===== src/rtl/fft16_pkg.sv =====
// Shared definitions for the 16-point in-place radix-2 FFT controller:
// state encoding, write-source select codes and the write-back record.
package fft16_pkg;

   localparam int N_POINTS  = 16;
   localparam int N_STAGES  = 4;
   localparam int N_BFLY    = N_POINTS / 2;
   localparam int ADDR_BITS = 4;

   typedef enum logic [2:0] {
      IDLE,
      LOAD,
      COMPUTE,
      DRAIN,
      UNLOAD
   } state_t;

   localparam logic [1:0] SEL_INPUT = 2'b00;
   localparam logic [1:0] SEL_BFLY  = 2'b01;
   localparam logic [1:0] SEL_IDLE  = 2'b11;

   // One butterfly in flight: its write-back addresses travel with it.
   typedef struct packed {
      logic                 valid;
      logic [ADDR_BITS-1:0] a;
      logic [ADDR_BITS-1:0] b;
   } wb_t;

   function automatic logic [ADDR_BITS-1:0] bitrev4(input logic [ADDR_BITS-1:0] v);
      return {v[0], v[1], v[2], v[3]};
   endfunction

endpackage


===== src/rtl/fft16_agu.sv =====
// Butterfly address generator: maps (stage, butterfly index) to the two
// in-place operand addresses and the twiddle ROM index. Purely combinational.
module fft16_agu
   import fft16_pkg::*;
(
   input  logic [1:0]           stage_i,
   input  logic [2:0]           k_i,
   output logic [ADDR_BITS-1:0] a_o,
   output logic [ADDR_BITS-1:0] b_o,
   output logic [2:0]           tw_o
);

   logic [ADDR_BITS-1:0] k_ext;
   logic [ADDR_BITS-1:0] half;
   logic [ADDR_BITS-1:0] pos;

   always_comb begin
      k_ext = {1'b0, k_i};
      half  = 4'd1 << stage_i;
      pos   = k_ext & (half - 4'd1);
      // Group base is (k / half) * 2 * half; the product never exceeds 14.
      a_o   = (((k_ext >> stage_i) * half) << 1) + pos;
      b_o   = a_o + half;
      tw_o  = 3'(pos << (2'd3 - stage_i));
   end

endmodule


===== src/rtl/fft16_ctrl.sv =====
// Sequencer for a 16-point in-place FFT: bit-reversed load, four stages of
// eight butterflies with a delayed write-back, then a handshaked unload.
module fft16_ctrl
   import fft16_pkg::*;
#(
   parameter int BFLY_LAT = 2,
   parameter int ADDR_W   = 4
) (
   input  logic              clk,
   input  logic              rst,
   input  logic              start,
   input  logic              in_valid,
   output logic              in_ready,
   output logic              out_valid,
   input  logic              out_ready,
   output logic [ADDR_W-1:0] rd_addr_a,
   output logic [ADDR_W-1:0] rd_addr_b,
   output logic [ADDR_W-1:0] wr_addr_a,
   output logic [ADDR_W-1:0] wr_addr_b,
   output logic              wr_en_a,
   output logic              wr_en_b,
   output logic [1:0]        wr_sel,
   output logic [2:0]        tw_idx,
   output logic              bf_en,
   output logic [1:0]        stage,
   output logic              busy,
   output logic              done
);

   state_t         state_q, state_d;
   logic [3:0]     n_q, n_d;
   logic [2:0]     k_q, k_d;
   logic [2:0]     drain_q, drain_d;
   logic [3:0]     m_q, m_d;
   logic [1:0]     stage_q, stage_d;
   logic           ov_q, ov_d;
   logic           done_q, done_d;
   wb_t            dl_q [BFLY_LAT];
   wb_t            dl_d [BFLY_LAT];

   logic [ADDR_BITS-1:0] agu_a, agu_b;
   logic [2:0]           agu_tw;
   logic                 in_hs, out_hs;

   fft16_agu u_agu (
      .stage_i (stage_q),
      .k_i     (k_q),
      .a_o     (agu_a),
      .b_o     (agu_b),
      .tw_o    (agu_tw)
   );

   assign in_hs  = (state_q == LOAD) && in_valid;
   assign out_hs = (state_q == UNLOAD) && ov_q && out_ready;

   // NOTE: state registers use non-blocking assignments so every flop samples
   // pre-edge values regardless of process ordering.
   always_ff @(posedge clk or posedge rst) begin
      if (rst) begin
         state_q <= IDLE;
         n_q     <= '0;
         k_q     <= '0;
         drain_q <= '0;
         m_q     <= '0;
         stage_q <= '0;
         ov_q    <= 1'b0;
         done_q  <= 1'b0;
         // NOTE: the delay line is reset entry by entry; a stale valid bit
         // would otherwise retire a write-back after an aborted transform.
         for (int i = 0; i < BFLY_LAT; i++) dl_q[i] <= '0;
      end else begin
         state_q <= state_d;
         n_q     <= n_d;
         k_q     <= k_d;
         drain_q <= drain_d;
         m_q     <= m_d;
         stage_q <= stage_d;
         ov_q    <= ov_d;
         done_q  <= done_d;
         dl_q    <= dl_d;
      end
   end

   // NOTE: every variable gets a default at the top of each combinational
   // process so no path leaves it unassigned and no latch is inferred.
   always_comb begin
      state_d = state_q;
      n_d     = n_q;
      k_d     = k_q;
      drain_d = drain_q;
      m_d     = m_q;
      stage_d = stage_q;
      ov_d    = 1'b0;
      done_d  = 1'b0;
      unique case (state_q)
         IDLE: if (start) state_d = LOAD;
         LOAD: begin
            if (in_valid) begin
               n_d = n_q + 4'd1;
               if (n_q == 4'(N_POINTS - 1)) state_d = COMPUTE;
            end
         end
         COMPUTE: begin
            k_d = k_q + 3'd1;
            if (k_q == 3'(N_BFLY - 1)) state_d = DRAIN;
         end
         DRAIN: begin
            drain_d = drain_q + 3'd1;
            if (drain_q == 3'(BFLY_LAT - 1)) begin
               drain_d = '0;
               if (stage_q == 2'(N_STAGES - 1)) begin
                  state_d = UNLOAD;
                  stage_d = '0;
               end else begin
                  state_d = COMPUTE;
                  stage_d = stage_q + 2'd1;
               end
            end
         end
         UNLOAD: begin
            // Valid rises one cycle after the read address is presented.
            ov_d = 1'b1;
            if (out_hs) begin
               ov_d = 1'b0;
               m_d  = m_q + 4'd1;
               if (m_q == 4'(N_POINTS - 1)) begin
                  state_d = IDLE;
                  done_d  = 1'b1;
               end
            end
         end
         default: state_d = IDLE;
      endcase

      dl_d[0] = '{valid: (state_q == COMPUTE), a: agu_a, b: agu_b};
      for (int i = 1; i < BFLY_LAT; i++) dl_d[i] = dl_q[i-1];
   end

   always_comb begin
      busy      = (state_q != IDLE);
      in_ready  = (state_q == LOAD);
      bf_en     = (state_q == COMPUTE);
      out_valid = ov_q;
      done      = done_q;
      stage     = stage_q;
      rd_addr_a = '0;
      rd_addr_b = '0;
      tw_idx    = '0;
      wr_en_a   = 1'b0;
      wr_en_b   = 1'b0;
      wr_sel    = SEL_IDLE;
      wr_addr_a = '0;
      wr_addr_b = '0;
      if (state_q == COMPUTE) begin
         rd_addr_a = ADDR_W'(agu_a);
         rd_addr_b = ADDR_W'(agu_b);
         tw_idx    = agu_tw;
      end else if (state_q == UNLOAD) begin
         rd_addr_a = ADDR_W'(m_q);
      end
      if (in_hs) begin
         wr_en_a   = 1'b1;
         wr_sel    = SEL_INPUT;
         wr_addr_a = ADDR_W'(bitrev4(n_q));
      end else if (dl_q[BFLY_LAT-1].valid) begin
         wr_en_a   = 1'b1;
         wr_en_b   = 1'b1;
         wr_sel    = SEL_BFLY;
         wr_addr_a = ADDR_W'(dl_q[BFLY_LAT-1].a);
         wr_addr_b = ADDR_W'(dl_q[BFLY_LAT-1].b);
      end
   end

endmodule


===== config.mk =====
export PLATFORM = sky130hd
export DESIGN_NAME = fft16_ctrl
export DESIGN_NICKNAME = d
export VERILOG_FILES = /design/src/rtl/fft16_pkg.sv /design/src/rtl/fft16_agu.sv /design/src/rtl/fft16_ctrl.sv
export SDC_FILE = /design/constraint.sdc
export NUM_CORES = 1
export LEC_CHECK = 0
export BUFFER_PORTS_ARGS = -buffer_cell sky130_fd_sc_hd__buf_2
export CORE_ASPECT_RATIO = 0.9
export CORE_UTILIZATION = 31
export CTS_BUF_LIST = sky130_fd_sc_hd__clkbuf_4
export DETAILED_ROUTE_END_ITERATION = 6
export HOLD_SLACK_MARGIN = 0.06
export PLACE_DENSITY = 0.54
export SYNTH_ARGS = -nofsm -noshare
export SYNTH_HDL_FRONTEND = slang
export SYNTH_HIERARCHICAL = 1
export SYNTH_SLANG_ARGS = --single-unit

===== constraint.sdc =====
create_clock -name clk -period 7.9 [get_ports clk]
set_input_delay 1.975 -clock clk [delete_from_list [all_inputs] [get_ports clk]]
set_output_delay 1.975 -clock clk [all_outputs]
set_load 0.03 [all_outputs]

After elaboration in Yosys (flattened, before gate mapping)
Cells that the tools add are included.

Register bits: 39. Input port bits: 5. Output and inout bits: 30. Logic and storage cells: 82.

Add/subtract/negate cells: 9. Multiply operators: 1. Equal/unequal tests: 16. Shifts and indexed selects: 3. Multiplexer cells: 29. Bitwise operators: 1. Reductions and logical operators: 9.

Operator list (count): two-way mux 3 bit (10); two-way mux 4 bit (7); one-hot mux 3 bit (5 select lines) (1); adder 4 x 1 -> 4 bit (second input constant) (2); adder 4 bit (2); equality test 4 bit (second input constant) (2); two-way mux 1 bit (8); != test 2 bit (second input constant) (4); AND reduction 7 bit (1); adder 3 x 1 -> 3 bit (second input constant) (2); equality test 3 x 1 -> 1 bit (second input constant) (2); equality test 3 x 2 -> 1 bit (second input constant) (2); equality test 3 bit (second input constant) (2); two-way mux 2 bit (3); != test 2 x 1 -> 1 bit (second input constant) (3); AND reduction 2 bit (3); AND 3 x 4 -> 4 bit (1); multiplier 4 x 4 -> 3 bit (1); left shift 1 x 2 -> 4 bit (first input constant) (1); left shift 4 x 2 -> 3 bit (1); right shift 3 x 2 -> 4 bit (1); subtractor 4 x 1 -> 4 bit (second input constant) (1); logical AND 1 bit (3); zero test 3 bit (1); other kinds (4) (4).

Logic depth before layout (Yosys ltp)
Depth in word-level cells: 6. Depth in mapped cells: 9. Mapped depth without buffers: 8.

By module
The synthesis kept the hierarchy.

Modules (own cells, without submodules): fft16_ctrl (times used 1, cells an instance 142, area each 1680.4 µm², sequential area each 975.9 µm²); fft16_agu (times used 1, cells an instance 31, area each 294.0 µm², sequential area each 0.0 µm²).

Worst setup path before layout
No wires, ideal clock.

Path kind: input-to-output. Start point: input port in_valid. End point: output port wr_addr_b[0]. Data arrival time: 3.145 ns. Required time: 5.925 ns. Path slack: 2.780 ns. Stages on the path: 3. Path buffers: 0. Cells stage by stage: and4bb_2 > nor2b_1 > and2_1.

Cells in the longest elaborated chain, start to end: 2.

RTL lines: start: declaration (line fft16_ctrl.sv:12) `input logic in_valid,`; logical AND 1 bit (line fft16_ctrl.sv:53) `assign in_hs = (state_q == LOAD) && in_valid;`; two-way mux 4 bit (line fft16_ctrl.sv:161) `if (in_hs) begin`; end: declaration (line fft16_ctrl.sv:19) `output logic [ADDR_W-1:0] wr_addr_b,`.

No other way between the ends.

Worst setup path in the final report
Start point: register stage_q[1], in the netlist stage[1]. End point: output port rd_addr_b[3].

Cells in the longest elaborated chain, start to end: 6. Elaborated cells on any way between the ends: 8. Classes of those cells: add/sub (3); mul (1); shift (2); mux (1); bitwise (1).

RTL lines: start: declaration (line fft16_ctrl.sv:35) `logic [1:0] stage_q, stage_d;`; start signal: assignment (line fft16_ctrl.sv:77) `stage_q <= stage_d;`; branches (longest 3 deep; another with multiplier 4 x 4 -> 3 bit); adder 4 bit * (line fft16_agu.sv:22) `a_o = (((k_ext >> stage_i) * half) << 1) + pos;`; named net agu_a[2] (line fft16_ctrl.sv:41) `logic [ADDR_BITS-1:0] agu_a, agu_b;`; adder 4 bit * (line fft16_agu.sv:23) `b_o = a_o + half;`; named net agu_b[3] (line fft16_ctrl.sv:41); two-way mux 4 bit * (line fft16_ctrl.sv:154) `if (state_q == COMPUTE) begin`; end: declaration (line fft16_ctrl.sv:17) `output logic [ADDR_W-1:0] rd_addr_b,`.

Mark *: on every way through the listed nets, which the timed path passes.

==> impl_results.md <==
* Number of placed I/O pins at 35
* Initial core utilization at 32.11%
* Outcome: finished, final reports clean
* Flop2flop setup slack at 5.13 ns
* Clock tree sinks at 39
* CP Buf/Inv Count at 1
* Crit start category: flip-flop
* Post-synth EDFFs at 0
* Crit path capture type: output port
* Multi-input gate area at about 900 sq um
* Post-route cell area at 0.002305 sq mm
* Sw frac at 36.91%
* WP data arrival at 3.34 ns
* CTS H-tree depth at 2
* Core ar. at between 0.006 and 0.007 sq mm
* IO buf count at 34
* Total track usage at 12.05%
* Syn_nets at 189
* Residual DRC at 0
* Cell Area, Placed at 0.002200 sq mm
* Avg Cell Area, Syn at 11.41 sq um
* Most used DFF post-synth: dfrtp_1
* Fin. Hold Viols at 0
* CTS Buffer Depth at 2
* Clk pwr share at 24.3%
* Clk Tree Root Cell: clkbuf_4
* Post-route clock period utilization at around two thirds
* # diodes at 0
* Final setup viols at 0
* 1st-pass router iterations at 4
* Commonest cells after routing, fill and taps aside: dfrtp_1, buf_2, nand2_1
* Cells on worst reg2reg path at 7
* Worst rel slew slack at 60.13%
* Die Ht at 77.71 microns
* Crit path cell chain: and2b_1 > and2_1 > ha_1 > fa_1 > ha_1 > a21oi_1 > xnor3_1 > and3_1 > buf_2
* Sequential power share at 45.0%
* Combinational power share at 30.7%
* Skew final at between 0.01 and 0.015 ns
* Number of core rows at 27
* Count of different cell masters after synthesis at 45
* Crit-path max cell delay at 0.58 ns
* Power per cell area at 296.5 mW/mm^2
* Vias in the first global route at 1,284
* Worst Tran Pin Value at 0.5953 ns
* RSZ-0062 raised after global routing: false
* Final Slew Violations at 0
* Synthesized area at 0.001974 sq mm
* CTS tree: done
* Post-CTS sizing at 0
* CP top delay family: adder cells
* Most used cell, CP: ha_1
* DRT iter0 DRCs at 73
* CTS clk-pin slew, worst paths at 0.11 ns
* Largest net degree at the start of global routing at 40
* Fillers at 635
* Vias per cell at roughly 4.5
* Share of layout cells above drive strength 1 at 28.64%
* Cell at the slowest stage of the critical path: dfrtp_1
* Initial antenna violation count at 0
* Postcts setup bufs at 0
* Flop and latch count out of synthesis at 39
* TNS Setup at 0 ns
* Post-DP HPWL at 2.681 mm
* Fin crit period at 5.313 ns
* CTS buffer count at 5
* Min-delay src: dl_d[2]
* Cell-internal power at 0.0004311 W
* Crit Reg-Reg Startpoint: stage[1]
* First-pass GRT wire length at 6.168 mm
* Cts hold-fix bufs at 0
* Critical path fanouts, max at 13
* Asr flop ratio synth at 100.0%
* Vias at 1,315
* Cells after Synth at 173
* FF-to-FF End: dl_d[3]
* Total gr overflow at 0
* VDD IR max at 82.77 uV
* GPL Wtd Cong at approximately 0.75
* Hold path endpoint: dl_q[2]
* MaxCap Viol Count at 0
* Hold path cells at 0
* Most common cell after layout, fill and taps aside: dfrtp_1
* Die X at 86.13 microns
* Skew-Pair Late Insertion Delay at 0.33 ns
* Fmax at between 150 and 200 MHz
* Lkg Pwr at 1.197 nW
* Req. time, crit path at 5.93 ns
* NetSw at 0.0002522 W
* Area Growth Syn to Fin at 16.73%
* Post-route ant nets at 0
* Post-synthesis sequential area ratio at between 40% and 50%
* # nets final at 221
* Yosys warnings at 6
* Routed wire length at 3.695 mm
* Die area at 0.006693 sq mm
* Wire per inst at roughly 13 microns
* Area taken by flip-flops and latches at 975.9 sq um
* Setup CP Type: flip-flop to output port
* Hold Crit Class: flip-flop to flip-flop
## routing by layer
| metal | global-route usage [%] | wire (microns) | up-vias |
|---|---|---|---|
| met1 | 16.36 | 1777 | 626 |
| met2 | 17.46 | 1659 | 33 |
| met4 | 5.167 | 87 | 0 |
| met3 | 3.936 | 171 | 6 |
| met5 | 0 | 0 | - |
| li1 | - | - | 650 |
## Yosys cell counts, types with 2 or more instances
cell      number  area share (%)
dfrtp_1       39              49
nand2_1       11             2.1
and2_1         9             2.9
and3_1         9             2.9
ha_1           9             5.7
nor2_1         7             1.3
nor2b_1        7             2.2
mux2_2         6             3.4
xnor2_1        6             2.7
xor2_1         6             2.7
inv_1          5            0.95
o21ai_0        5             1.3
a22oi_1        4             1.5
buf_2          4             1.0
nand3_1        4             1.0
nand4_1        4             1.3
a21oi_1        3            0.76
clkbuf_1       3            0.57
buf_6          2             1.1
fa_1           2             2.0
mux2_4         2             1.5
nor3_1         2            0.51
or2_2          2            0.63
## metrics by stage
step                      instances  util, %  hold slack [ns]  setup slack (ns)   power, W
after floorplan                 173        -           0.3312             2.780  0.0004686
after global placement          285    35.78           0.3320             2.938  0.0005218
after detailed placement        285    35.78           0.3347             2.924  0.0005267
after CTS                       293    37.48           0.3612             2.533  0.0006941
after global routing            293    37.48           0.3698             2.378  0.0007336
final                           293    37.48           0.3589             2.587  0.0006832
## cell families after synthesis
kind of cell    share of synthesized area [%]
buf+inv                                 4.056
fa+ha+maj                               7.731
compound gates                          5.831
mux                                     6.020
simple gates                            20.28
flops                                   49.43
xor+xnor                                6.464
other cells                            0.1899
## power groups by stage
stage          Sequential [W]  Combinational, W  Clock (W)
2_1_floorplan        0.000289          0.000180          0
3_3_place_gp         0.000312          0.000210          0
3_5_place_dp         0.000313          0.000214          0
4_1_cts              0.000308          0.000214   0.000171
5_1_grt              0.000319          0.000235   0.000179
6_report             0.000307          0.000210   0.000166
## state kept, by name (all words and copies together), names as in the netlist
signal     cells
dl_d           9
done           1
drain_q        3
state_q        3
stage          2
out_valid      1
m_q            4
dl_q           9
n_q            4
k_q            3
## worst max-delay path by stage
stage | cells past startpoint | startpoint | end | slack, ns
4_1_cts | 9 | stage[1] | rd_addr_b[3] | 2.53
6_report | 9 | stage[1] | rd_addr_b[3] | 2.59
3_3_place_gp | 5 | in_valid | wr_addr_b[1] | 2.94
3_5_place_dp | 5 | in_valid | wr_addr_b[3] | 2.92
2_1_floorplan | 3 | in_valid | wr_addr_b[0] | 2.78
5_1_grt | 9 | stage[1] | rd_addr_b[3] | 2.38
## cell type report
| cell class | instances | area share, % |
|---|---|---|
| inverters | 5 | 0.8143 |
| multi-input cells | 119 | 39.85 |
| clock buffers | 6 | 1.954 |
| clock inverters | 2 | 2.606 |
| well taps | 87 | 4.723 |
| flip-flops and latches | 39 | 42.35 |
| repair buffers | 35 | 7.709 |
(Power assumes the default switching activity.)
